===== src/rtl/axiDemo_package.sv =====
// Shared AXI demo types: burst/response encodings, burst-generator status
// codes, burst-generator FSM states and the AXI 4KB page size.
package axiDemo_package;

  typedef enum logic [1:0] {
    FIXED = 2'b00,
    INCR  = 2'b01,
    WRAP  = 2'b10
  } axiBurstT;

  typedef enum logic [1:0] {
    OKAY   = 2'b00,
    EXOKAY = 2'b01,
    SLVERR = 2'b10,
    DECERR = 2'b11
  } axiRespT;

  typedef enum logic [1:0] {
    OK          = 2'b00,
    ID_MISMATCH = 2'b01,
    BOUNDARY    = 2'b10
  } burstGenStsT;

  typedef enum logic [1:0] {
    ST_IDLE,
    ST_XFER,
    ST_RESP,
    ST_REJ
  } gen_state_e;

  localparam int AXI_4KB = 4096;

endpackage


===== src/rtl/axi_wr_burst_gen_beat.sv =====
// W-channel beat engine: beat counter, data pattern, wlast and the
// hold-while-stalled behaviour of the W payload.
module axi_wr_beat_gen #(
  parameter int DATA_W  = 32,
  parameter int LEN_W   = 8,
  parameter int PATTERN = 0
) (
  input  logic              clk,
  input  logic              rst_n,
  input  logic              start_i,
  input  logic [LEN_W-1:0]  len_i,
  input  logic [DATA_W-1:0] seed_i,
  input  logic              wready_i,
  output logic              wvalid_o,
  output logic [DATA_W-1:0] wdata_o,
  output logic              wlast_o,
  output logic              last_hs_o,
  output logic              done_o
);

  logic [LEN_W-1:0] k_q, k_d;
  logic             wvalid_q, wvalid_d;
  logic             done_q, done_d;
  logic             beat_hs;

  // Payload is a pure function of registered state, so it cannot move while stalled.
  assign wvalid_o  = wvalid_q;
  assign wlast_o   = wvalid_q && (k_q == len_i);
  assign wdata_o   = (PATTERN == 1) ? seed_i : seed_i + DATA_W'(k_q);
  assign beat_hs   = wvalid_q && wready_i;
  assign last_hs_o = beat_hs && wlast_o;
  assign done_o    = done_q;

  // Next-state for the beat counter and W valid/done flags.
  always_comb begin
    // NOTE: every variable gets a default first so no path leaves it unassigned (no latch).
    k_d      = k_q;
    wvalid_d = wvalid_q;
    done_d   = done_q;
    if (start_i) begin
      k_d      = '0;
      wvalid_d = 1'b1;
      done_d   = 1'b0;
    end else if (beat_hs) begin
      if (wlast_o) begin
        // The counter stops on the last beat, so len = 2^LEN_W-1 never wraps early.
        wvalid_d = 1'b0;
        done_d   = 1'b1;
      end else begin
        k_d = k_q + 1'b1;
      end
    end
  end

  // Beat-engine state registers.
  always_ff @(posedge clk or negedge rst_n) begin
    // NOTE: sequential state uses non-blocking assignments so all registers update together.
    if (!rst_n) begin
      k_q      <= '0;
      wvalid_q <= 1'b0;
      done_q   <= 1'b0;
    end else begin
      k_q      <= k_d;
      wvalid_q <= wvalid_d;
      done_q   <= done_d;
    end
  end

endmodule


===== src/rtl/axi_wr_burst_gen.sv =====
// AXI write-burst generator: accepts one command, screens it against the 4KB
// page rule, drives AW and W concurrently and reports the B response.
module axi_wr_burst_gen
  import axiDemo_package::*;
#(
  parameter int ADDR_W  = 32,
  parameter int DATA_W  = 32,
  parameter int ID_W    = 4,
  parameter int LEN_W   = 8,
  parameter int PATTERN = 0
) (
  input  logic                clk,
  input  logic                rst_n,
  input  logic                cmd_valid,
  output logic                cmd_ready,
  input  logic [ADDR_W-1:0]   cmd_addr,
  input  logic [LEN_W-1:0]    cmd_len,
  input  logic [ID_W-1:0]     cmd_id,
  input  logic [DATA_W-1:0]   cmd_seed,
  output logic [ADDR_W-1:0]   awaddr,
  output logic [ID_W-1:0]     awid,
  output logic [LEN_W-1:0]    awlen,
  output logic [2:0]          awsize,
  output logic [1:0]          awburst,
  output logic                awvalid,
  input  logic                awready,
  output logic [DATA_W-1:0]   wdata,
  output logic [ID_W-1:0]     wid,
  output logic [DATA_W/8-1:0] wstrb,
  output logic                wlast,
  output logic                wvalid,
  input  logic                wready,
  input  logic [1:0]          bresp,
  input  logic [ID_W-1:0]     bid,
  input  logic                bvalid,
  output logic                bready,
  output logic                sts_valid,
  output logic [1:0]          sts_resp,
  output logic [1:0]          sts_code,
  output logic [ID_W-1:0]     sts_id
);

  localparam int         STRB_W = DATA_W / 8;
  localparam logic [2:0] AWSIZE = 3'($clog2(STRB_W));
  localparam int         SPAN_W = LEN_W + $clog2(STRB_W) + 14;

  gen_state_e        state_q, state_d;
  logic [ADDR_W-1:0] addr_q, addr_d;
  logic [LEN_W-1:0]  len_q, len_d;
  logic [ID_W-1:0]   id_q, id_d;
  logic [DATA_W-1:0] seed_q, seed_d;
  logic              aw_done_q, aw_done_d;
  logic              sts_valid_q, sts_valid_d;
  axiRespT           sts_resp_q, sts_resp_d;
  burstGenStsT       sts_code_q, sts_code_d;
  logic [ID_W-1:0]   sts_id_q, sts_id_d;
  logic              out_en_q;

  logic              start;
  logic              aw_hs;
  logic              w_last_hs;
  logic              w_done;
  logic [SPAN_W-1:0] span;
  logic              crosses_4kb;

  // Bytes touched from the page offset; anything past 4096 leaves the 4KB page.
  assign span        = SPAN_W'(cmd_addr[11:0]) + ((SPAN_W'(cmd_len) + SPAN_W'(1)) << AWSIZE);
  assign crosses_4kb = span > SPAN_W'(AXI_4KB);

  // out_en_q keeps cmd_ready low while reset is asserted.
  assign cmd_ready = (state_q == ST_IDLE) && out_en_q;
  assign awvalid   = (state_q == ST_XFER) && !aw_done_q;
  assign aw_hs     = awvalid && awready;
  assign awaddr    = addr_q;
  assign awid      = id_q;
  assign awlen     = len_q;
  assign awsize    = awvalid ? AWSIZE : 3'd0;
  assign awburst   = awvalid ? INCR : FIXED;
  assign wid       = id_q;
  assign wstrb     = wvalid ? '1 : '0;
  assign bready    = (state_q == ST_RESP);
  assign sts_valid = sts_valid_q;
  assign sts_resp  = sts_resp_q;
  assign sts_code  = sts_code_q;
  assign sts_id    = sts_id_q;

  axi_wr_beat_gen #(
    .DATA_W  (DATA_W),
    .LEN_W   (LEN_W),
    .PATTERN (PATTERN)
  ) u_beat (
    .clk       (clk),
    .rst_n     (rst_n),
    .start_i   (start),
    .len_i     (len_q),
    .seed_i    (seed_q),
    .wready_i  (wready),
    .wvalid_o  (wvalid),
    .wdata_o   (wdata),
    .wlast_o   (wlast),
    .last_hs_o (w_last_hs),
    .done_o    (w_done)
  );

  // FSM next-state, command latch, AW completion and status generation.
  always_comb begin
    state_d     = state_q;
    addr_d      = addr_q;
    len_d       = len_q;
    id_d        = id_q;
    seed_d      = seed_q;
    aw_done_d   = aw_done_q;
    sts_valid_d = 1'b0;
    sts_resp_d  = sts_resp_q;
    sts_code_d  = sts_code_q;
    sts_id_d    = sts_id_q;
    start       = 1'b0;
    unique case (state_q)
      ST_IDLE: begin
        if (cmd_valid && cmd_ready) begin
          addr_d    = cmd_addr;
          len_d     = cmd_len;
          id_d      = cmd_id;
          seed_d    = cmd_seed;
          aw_done_d = 1'b0;
          if (crosses_4kb) begin
            state_d = ST_REJ;
          end else begin
            state_d = ST_XFER;
            start   = 1'b1;
          end
        end
      end
      ST_XFER: begin
        if (aw_hs) aw_done_d = 1'b1;
        // AW and the last W beat may complete in either order or together.
        if ((aw_done_q || aw_hs) && (w_done || w_last_hs)) state_d = ST_RESP;
      end
      ST_RESP: begin
        if (bvalid) begin
          sts_valid_d = 1'b1;
          sts_resp_d  = axiRespT'(bresp);
          sts_code_d  = (bid != id_q) ? ID_MISMATCH : OK;
          sts_id_d    = id_q;
          state_d     = ST_IDLE;
        end
      end
      ST_REJ: begin
        sts_valid_d = 1'b1;
        sts_resp_d  = SLVERR;
        sts_code_d  = BOUNDARY;
        sts_id_d    = id_q;
        state_d     = ST_IDLE;
      end
      default: state_d = ST_IDLE;
    endcase
  end

  // Control and status registers; reset abandons any burst without a status.
  always_ff @(posedge clk or negedge rst_n) begin
    if (!rst_n) begin
      state_q     <= ST_IDLE;
      addr_q      <= '0;
      len_q       <= '0;
      id_q        <= '0;
      seed_q      <= '0;
      aw_done_q   <= 1'b0;
      sts_valid_q <= 1'b0;
      sts_resp_q  <= OKAY;
      sts_code_q  <= OK;
      sts_id_q    <= '0;
      out_en_q    <= 1'b0;
    end else begin
      state_q     <= state_d;
      addr_q      <= addr_d;
      len_q       <= len_d;
      id_q        <= id_d;
      seed_q      <= seed_d;
      aw_done_q   <= aw_done_d;
      sts_valid_q <= sts_valid_d;
      sts_resp_q  <= sts_resp_d;
      sts_code_q  <= sts_code_d;
      sts_id_q    <= sts_id_d;
      out_en_q    <= 1'b1;
    end
  end

endmodule

===== config.mk =====
export PLATFORM = sky130hd
export DESIGN_NAME = axi_wr_burst_gen
export DESIGN_NICKNAME = d
export VERILOG_FILES = /design/src/rtl/axiDemo_package.sv /design/src/rtl/axi_wr_burst_gen_beat.sv /design/src/rtl/axi_wr_burst_gen.sv
export SDC_FILE = /design/constraint.sdc
export NUM_CORES = 1
export LEC_CHECK = 0
export CORE_UTILIZATION = 30
export DETAILED_ROUTE_END_ITERATION = 12
export GPL_ROUTABILITY_DRIVEN = 0
export GPL_TIMING_DRIVEN = 0
export SYNTH_ARGS = -nofsm -noshare
export SYNTH_HDL_FRONTEND = slang
export SYNTH_SLANG_ARGS = --single-unit

===== constraint.sdc =====
create_clock -name clk -period 3.74 [get_ports clk]
set_input_delay 1.122 -clock clk [delete_from_list [all_inputs] [get_ports clk]]
set_output_delay 1.122 -clock clk [all_outputs]
set_load 0.1 [all_outputs]

==> results of run 1 <==
-- cells by family (layout without fill, tap and decap cells) --
kind of cell,after synthesis,after routing,synth area share [%]
simple gates,341,341,27.12
flops,99,99,45.35
compound gates,64,64,8.154
xor+xnor,57,57,9.139
buf+inv,48,268,4.398
fa+ha+maj,22,22,5.314
other cells,2,4,0.1375
mux,2,2,0.3894
-- cell usage after synthesis, drive strengths merged, types with 3 or more instances --
master  number
nand2      252
dfrtp       99
xnor2       31
xor2        26
nor2        22
a21oi       20
buf         20
ha          20
clkbuf      16
nand3       16
o21ai       15
inv         12
and3        10
nand4       10
nor4         7
nor2b        6
a211oi       5
and4         5
a22o         3
o211ai       3
o21a         3
o22a         3
o22ai        3
-- registers in the layout (all words and copies together) (netlist names), 2 cells and up --
signal and flops:
awid 4, awlen 8, awaddr 32, u_beat.k_q 8, state_q 2, sts_id 4, seed_q 32, sts_resp 2
sts_code 2
-- final timing paths --
path                       startpoint            end  slack [ns]  depth (start not counted)
max                         seed_q[0]      wdata[24]       -0.04                         11
min                        awaddr[13]     awaddr[13]        0.47                          2
max reg2reg                state_q[1]     state_q[0]        1.30                          6
min reg2reg                awaddr[13]     awaddr[13]        0.47                          2
max in group asynchronous       rst_n  u_beat.k_q[5]        2.29                          2
min in group asynchronous       rst_n      awaddr[3]        0.75                          1
-- per-layer routing --
metal  track usage, %  wire, um  vias up  part of all wire (%)
li1                 -         -     2489                     -
met1            22.64      7128     2285                    45
met2            28.06      7447      127                    47
met3            4.741      1006       16                   6.4
met4            4.701       177        0                   1.1
met5                0         0        -                     0
-- layout make-up --
type | count | area share [%]
Multi-Input combinational cell | 490 | 37.79
Sequential cell | 99 | 28.45
Timing Repair Buffer | 204 | 24.35
Tap cell | 225 | 3.225
Clock buffer | 12 | 2.824
Buffer | 36 | 2.279
Clock inverter | 4 | 0.5591
Inverter | 12 | 0.5161
-- per-stage QoR --
step	area, sq um	hold slack (ns)	std cells
final	8728	0.4714	1082
after global routing	8728	0.5037	1082
after CTS	8533	0.4795	1075
after detailed placement	8001	0.4613	1050
after global placement	7976	0.4577	1049
after floorplan	5823	0.4523	637
-- worst max-delay path: cells and delay by family (launching register included) --
family / cells / cell delay [ns]
xor+xnor: 1 / 0.19
flops: 1 / 0.39
compound gates: 3 / 0.49
simple gates: 2 / 0.38
fa+ha+maj: 2 / 0.49
buf+inv: 3 / 0.37
-- timing repair --
item	CTS	global route
pin swaps	10	12
resized for setup	257	40
setup endpoints to repair	46	41
gates cloned	1	0
buffers inserted	8	7
==> results.json, run 1 <==
{
  "cts-htree-levels": 3,
  "routed_wl_um": 15760,
  "syn-instance-count": 635,
  "worst_slew_pin_slew_ns": 1.021,
  "clock_path_buffers": 2,
  "yosys-top-cells-area": "dfrtp_1 45%, nand2_1 17%, xnor2_1 5.0%",
  "fin_nets": 962,
  "ys_seq_area_share_pct": 45.35,
  "ctsHoldBuffers": 0,
  "maxSlewViolCount": 0,
  "drcViolationCount": 0,
  "hold_path.class": "reg -> reg",
  "viasPerCell": 4.544,
  "grt_use_total_pct": 17.33,
  "final_cell_mix": "251 x nand2_1, 143 x clkdlybuf4s50_1, 94 x dfrtp_1",
  "post-route-util_pct": 49.77,
  "clk_pin_slew_ns": 0.07,
  "cp_max_fo": 7,
  "final_common_cell": "nand2_1",
  "min_period_ns": 3.780,
  "final-seq-area_sq_um": 2484,
  "syn_to_final_growth_pct": 59.78,
  "grt_pass1_vias": 4847,
  "coreArea_sq_um": 17540,
  "synth.yosys.warnings": 0,
  "yosysTopAreaCell": "dfrtp_1",
  "netlist_area_sq_um": 5463,
  "cap_viol_max_count": 0,
  "cts_buffers": 9,
  "slowest_stage": "dfrtp_1",
  "yosysTopAreaCellShare_pct": 45.35,
  "cts.sinks": 99,
  "antenna_found_initial": 0,
  "dr.pass1.iters": 4,
  "first_iter_violations": 120,
  "fin_setup_tns_ns": -0.08917,
  "finClkSkew_ns": 0.006650,
  "grt_pass1_wl_um": 25190,
  "finalSetupViolCount": 3,
  "start_util_pct": 31.15,
  "row_count": 48,
  "die_area_sq_um": 18750,
  "die_x_um": 136.9,
  "max_stage_delay_ns": 0.39,
  "fmaxAchievable_mhz": 264.5,
  "synth_edf_count": 0,
  "clock_latency_ns": 0.35,
  "timing.final.hold_violations": 0,
  "worst_slack_ns": -0.04007,
  "path_class": "reg -> out",
  "status": "finished with violations",
  "fp.dieH_um": 136.9,
  "grt-ovfl-total": 0,
  "worstPathRequired_ns": 2.62,
  "ant_nets": 0,
  "max-slew-margin-rel_pct": 31.69,
  "drive_gt1_share_pct": 19.14,
  "postSynth.asyncResetShare_pct": 100.0,
  "dp_slack_ns": -1.271,
  "avgRoutedWirePerCell_um": 14.57,
  "synth_ff_type": "dfrtp_1",
  "synth.avg_cell_area_sq_um": 8.603,
  "crit_path_end_kind": "output port",
  "start_kind": "flop",
  "vias": 4917,
  "multi_input_area_sq_um": 3298,
  "synth_seq_cells": 99,
  "antenna-diode-count": 0,
  "clockRootBuffer": "clkbuf_16",
  "critical_path_arrival_ns": 2.66,
  "cts_tree": "yes",
  "cp_cell_sequence": "ha_4 > inv_2 > fa_2 > nor2b_1 > o21a_1 > o21ai_4 > a211oi_4 > buf_6 > nor3b_4 > xor2_4 > buf_12",
  "io_buffers": 187,
  "fillers": 1664,
  "violations": "setup timing",
  "hpwl_um": 11580,
  "synthDistinctLibCells": 50,
  "grt_max_degree": 64,
  "rsz0062_at_grt": "true",
  "timing.final.crit_share_pct": 101.1,
  "ios": 191
}
Power of run 1 is left out: the tool's default activity adds up to more than one toggle a clock period on the data nets, which glitch-free logic cannot reach.
==> inputs of run 2 (changes only) <==
Settings changed: MAX_ROUTING_LAYER set to met4, PLACE_DENSITY_LB_ADDON set to 0.25, SKIP_LAST_GASP set to 1.
==> run 2 against run 1 <==
Compared with the run above:
- the flow still finishes with violations (setup timing)
- final cell count is 0.46% lower
- global-route usage grew 0.63 points
- final area fell by 0.24%
- clock skew fell by 0.0018 ns
- worst hold slack better by 0.0045 ns
- count of clock-buffer cells in the layout fell by 1
- flip-flop and latch count did not move
- die area unchanged
- maximum frequency is 0.83% lower
- worst setup slack got worse by 0.032 ns
- critical path depth did not move
- non-clock buffer count fell by 4
- critical endpoint is now wdata[22]
- largest cell class unchanged
==> results.json, run 2 (synthesis gave the netlist of run 1 again) <==
{
  "die_x_um": 136.9,
  "violations": "setup timing",
  "clock_path_buffers": 2,
  "final_common_cell": "nand2_1",
  "worstPathRequired_ns": 2.62,
  "timing.final.hold_violations": 0,
  "ios": 191,
  "clk_pin_slew_ns": 0.07,
  "fin_nets": 958,
  "worst_slew_pin_slew_ns": 1.035,
  "crit_path_end_kind": "output port",
  "cts-htree-levels": 3,
  "r2r_slack_ns": 1.34,
  "cts.sinks": 99,
  "fmaxAchievable_mhz": 262.4,
  "placed_area_sq_um": 8001,
  "worst_slack_ns": -0.07158,
  "hold_path.class": "reg -> reg",
  "antenna-diode-count": 0,
  "routed_wl_um": 15730,
  "r2r_end": "state_q[0]",
  "row_count": 48,
  "drive_gt1_share_pct": 19.37,
  "cap_viol_max_count": 0,
  "final_cell_mix": "250 x nand2_1, 144 x clkdlybuf4s50_1, 93 x dfrtp_1",
  "io_buffers": 187,
  "cts_tree": "yes",
  "min_period_ns": 3.812,
  "final_cell_area_sq_um": 8707,
  "die_area_sq_um": 18750,
  "grt_use_total_pct": 17.96,
  "clock_latency_ns": 0.35,
  "critical_path_arrival_ns": 2.69,
  "cp_max_fo": 6,
  "start_kind": "flop",
  "ctsHoldBuffers": 0,
  "viasPerCell": 4.583,
  "worstHoldStart": "awaddr[28]",
  "antenna_found_initial": 0,
  "holdPathEnd": "awaddr[28]",
  "coreArea_sq_um": 17540,
  "cts_buffers": 9,
  "fp.dieH_um": 136.9,
  "status": "finished with violations",
  "grt-ovfl-total": 0,
  "path_class": "reg -> out",
  "grt_pass1_vias": 4837,
  "fin_setup_tns_ns": -0.1978,
  "final-seq-area_sq_um": 2485,
  "clockRootBuffer": "clkbuf_16",
  "fillers": 1687,
  "grt_pass1_wl_um": 24970,
  "rsz0062_at_grt": "true",
  "startpoint": "seed_q[0]",
  "holdPathStages": 2,
  "final_cells": 1077,
  "syn_to_final_growth_pct": 59.39,
  "first_iter_violations": 171,
  "dr.pass1.iters": 5,
  "drcViolationCount": 0,
  "max-slew-margin-rel_pct": 30.76,
  "ant_nets": 0,
  "finalSetupViolCount": 5,
  "maxSlewViolCount": 0,
  "dp_cells": 1050,
  "finClkSkew_ns": 0.004838,
  "vias": 4936,
  "start_util_pct": 31.15,
  "grt_max_degree": 64,
  "timing.final.crit_share_pct": 101.9,
  "reg2reg_depth": 6,
  "multi_input_area_sq_um": 3307,
  "avgRoutedWirePerCell_um": 14.60,
  "worstReg2RegStart": "state_q[1]",
  "hpwl_um": 11760
}
## run 2: cell types whose count changed in the layout (fill, tap and decap cells not counted), moves of 3 or more
cell      delta
clkbuf_4     -3
buf_4        +3
nor2_2       +3
nor2_1       -3
## run 2: routing by layer
metal | wire length, um | share of wire [%] | vias up | GRT usage (%)
met1 | 7265 | 46 | 2295 | 23.45
met3 | 949 | 6.0 | 12 | 3.963
met5 | 0 | 0 | - | -
li1 | - | - | 2497 | -
met4 | 155 | 0.99 | 0 | 4.579
met2 | 7355 | 47 | 132 | 28.11
## run 2: through the flow
| step | utilization (%) | setup slack [ns] | hold WS, ns |
|---|---|---|---|
| finish | 49.65 | -0.07158 | 0.4759 |
| global placement | 45.48 | -2.588 | 0.4571 |
| CTS | 48.46 | -0.1546 | 0.4822 |
| global route | 49.65 | -0.2725 | 0.4957 |
| floorplan | - | -0.1768 | 0.4523 |
| detailed placement | 45.63 | -1.261 | 0.4657 |
## run 2: how the worst max path moves through the flow
stage | to | slack [ns] | depth (start not counted)
2_1_floorplan | wdata[26] | -0.18 | 9
3_3_place_gp | seed_q[14] | -2.59 | 1
3_5_place_dp | awsize[1] | -1.26 | 6
4_1_cts | wdata[23] | -0.15 | 8
5_1_grt | wdata[22] | -0.27 | 11
6_report | wdata[22] | -0.07 | 11
## run 2: layout make-up
type                       instances  share of cell area, %
tap                              225                  3.233
clock inverter                     4                 0.8478
timing repair buffer             201                  23.85
multi-input combinational        490                  37.98
buffer                            35                  2.242
sequential                        99                  28.54
inverter                          12                 0.5173
clock buffer                      11                  2.788
## run 2: worst max-delay path, stage by stage, from the launching register on
cell      delay [ns]
dfrtp_1         0.39
ha_4            0.15
inv_2           0.03
fa_2            0.34
nor2b_1         0.12
o21a_1          0.18
o21ai_4         0.09
a211oi_4        0.21
buf_6           0.16
nand4_1         0.23
xnor2_4         0.25
buf_12          0.19
## run 2: timing repair
action	CTS	global route
setup buffers	4	9
resized for setup	252	41
cloned	0	0
pin swaps	9	14
setup endpoints to repair	46	42
Power of run 2 is left out for the same reason.
==> inputs of run 3 (changes only) <==
Settings changed: CORE_ASPECT_RATIO set to 0.7.
==> run 3 against run 2 <==
Compared with the run above:
- the flow still finishes with violations (setup timing)
- final area rose by 0.92%
- routed wire length grew 2.7%
- worst hold slack barely moved
- maximum frequency decreased by 0.85%
- first-iteration DRC count increased by 38%
- non-clock buffer count up 7
- global-route usage rose by 0.29 points
- critical path depth stayed put
- via count up 1.1%
- clock skew increased by 0.0037 ns
- die area about the same
- largest cell class unchanged
==> results.json, run 3 (synthesis gave the netlist of run 1 again) <==
{
  "status": "finished with violations",
  "violations": "setup timing",
  "cts.sinks": 99,
  "fmaxAchievable_mhz": 260.1,
  "vias": 4989,
  "coreArea_sq_um": 17470,
  "maxSlewViolCount": 0,
  "avgRoutedWirePerCell_um": 14.81,
  "clock_path_buffers": 2,
  "dp_cells": 1056,
  "finalSetupViolCount": 6,
  "die_x_um": 163.3,
  "drcViolationCount": 0,
  "final_cells": 1090,
  "fp.dieH_um": 114.9,
  "grt_max_degree": 65,
  "cts_tree": "yes",
  "start_util_pct": 31.28,
  "cts-htree-levels": 3,
  "grt_pass1_wl_um": 25490,
  "fin_nets": 965,
  "first_iter_violations": 236,
  "hpwl_um": 12050,
  "ant_nets": 0,
  "holdPathStages": 2,
  "critPathBufInv": 3,
  "io_buffers": 187,
  "viasPerCell": 4.577,
  "start_kind": "flop",
  "grt-ovfl-total": 0,
  "max_stage_delay_ns": 0.39,
  "timing.critical_path.depth": 11,
  "clk_pin_slew_ns": 0.06,
  "rsz0062_at_grt": "true",
  "critical_path_arrival_ns": 2.72,
  "worst_slack_ns": -0.1044,
  "path_class": "reg -> out",
  "syn_to_final_growth_pct": 60.86,
  "fillers": 1655,
  "cts_buffers": 9,
  "reg2reg_depth": 6,
  "grt_pass1_vias": 4900,
  "ios": 191,
  "slowest_stage": "dfrtp_1",
  "cp_max_fo": 7,
  "min_period_ns": 3.844,
  "max-slew-margin-rel_pct": 31.17,
  "path_delay_family": "compound AO/OA/AOI/OAI gates",
  "clock_latency_ns": 0.35,
  "dr.pass1.iters": 4,
  "final_cell_mix": "251 x nand2_1, 144 x clkdlybuf4s50_1, 93 x dfrtp_1",
  "clockRootBuffer": "clkbuf_16",
  "timing.final.hold_violations": 0,
  "finClkSkew_ns": 0.008491,
  "drive_gt1_share_pct": 20.37,
  "worst_slew_pin_slew_ns": 1.037,
  "antenna-diode-count": 0,
  "final_common_cell": "nand2_1",
  "routed_wl_um": 16150,
  "grt_use_total_pct": 18.25,
  "ctsHoldBuffers": 0,
  "timing.final.crit_share_pct": 102.8,
  "die_area_sq_um": 18760,
  "worstPathRequired_ns": 2.62,
  "cp_cell_sequence": "ha_4 > inv_2 > fa_2 > nor2b_1 > o21a_1 > o21ai_4 > a211oi_4 > buf_6 > nor3b_4 > xor2_4 > buf_12",
  "hold_path.class": "reg -> reg",
  "crit_path_end_kind": "output port",
  "row_count": 40,
  "cap_viol_max_count": 0,
  "antenna_found_initial": 0
}
[run 3: worst paths after layout]
check                      slack (ns)       endpoint       start
max in group asynchronous        2.14  u_beat.k_q[6]       rst_n
setup / recovery                -0.10      wdata[24]   seed_q[0]
min in group asynchronous        0.88      awaddr[1]       rst_n
hold / removal                   0.48      awaddr[8]   awaddr[8]
setup reg to reg                 1.41     state_q[0]  state_q[1]
hold reg to reg                  0.48      awaddr[8]   awaddr[8]
[run 3: stage by stage]
stage / util [%] / setup TNS (ns) / setup WS, ns / hold WS (ns) / instance area (sq um)
3_5_place_dp: 45.81 / -30.85 / -1.235 / 0.4614 / 8001
5_1_grt: 50.31 / -2.405 / -0.2973 / 0.4943 / 8787
2_1_floorplan: - / -1.021 / -0.1768 / 0.4523 / 5823
3_3_place_gp: 45.71 / -278.32 / -2.498 / 0.4570 / 7984
6_report: 50.31 / -0.3552 / -0.1044 / 0.4761 / 8787
4_1_cts: 48.88 / -0.4560 / -0.1214 / 0.4774 / 8538
[run 3: worst register-to-register path, delay by kind of cell (launching register included)]
kind	cells	cell delay (ns)
and+or+nand+nor	2	0.44
AOI/OAI and AO/OA	1	0.16
buffers and inverters	3	1.26
DFF	1	0.32
[run 3: cell type report]
cell class	instances	area [sq um]	area share (%)
Tap cell	231	289.0	3.289
Timing Repair Buffer	207	2125	24.18
Multi-Input combinational cell	490	3328	37.88
Sequential cell	99	2485	28.28
Clock buffer	10	239.0	2.720
Buffer	36	198.9	2.264
Clock inverter	5	77.57	0.8828
Inverter	12	45.04	0.5126
[run 3: timing repair]
action	4_1_cts	5_1_grt
pin swaps	12	15
cloned	1	0
buffers inserted	6	12
resized for setup	259	45
endpoints found under the setup margin	46	38
[run 3: metal layers]
layer / GRT usage [%] / wire, um
met5: - / 0
met4: 4.299 / 134
met2: 25.51 / 6766
met3: 4.618 / 1255
met1: 26.07 / 7990
Power of run 3 is left out for the same reason.
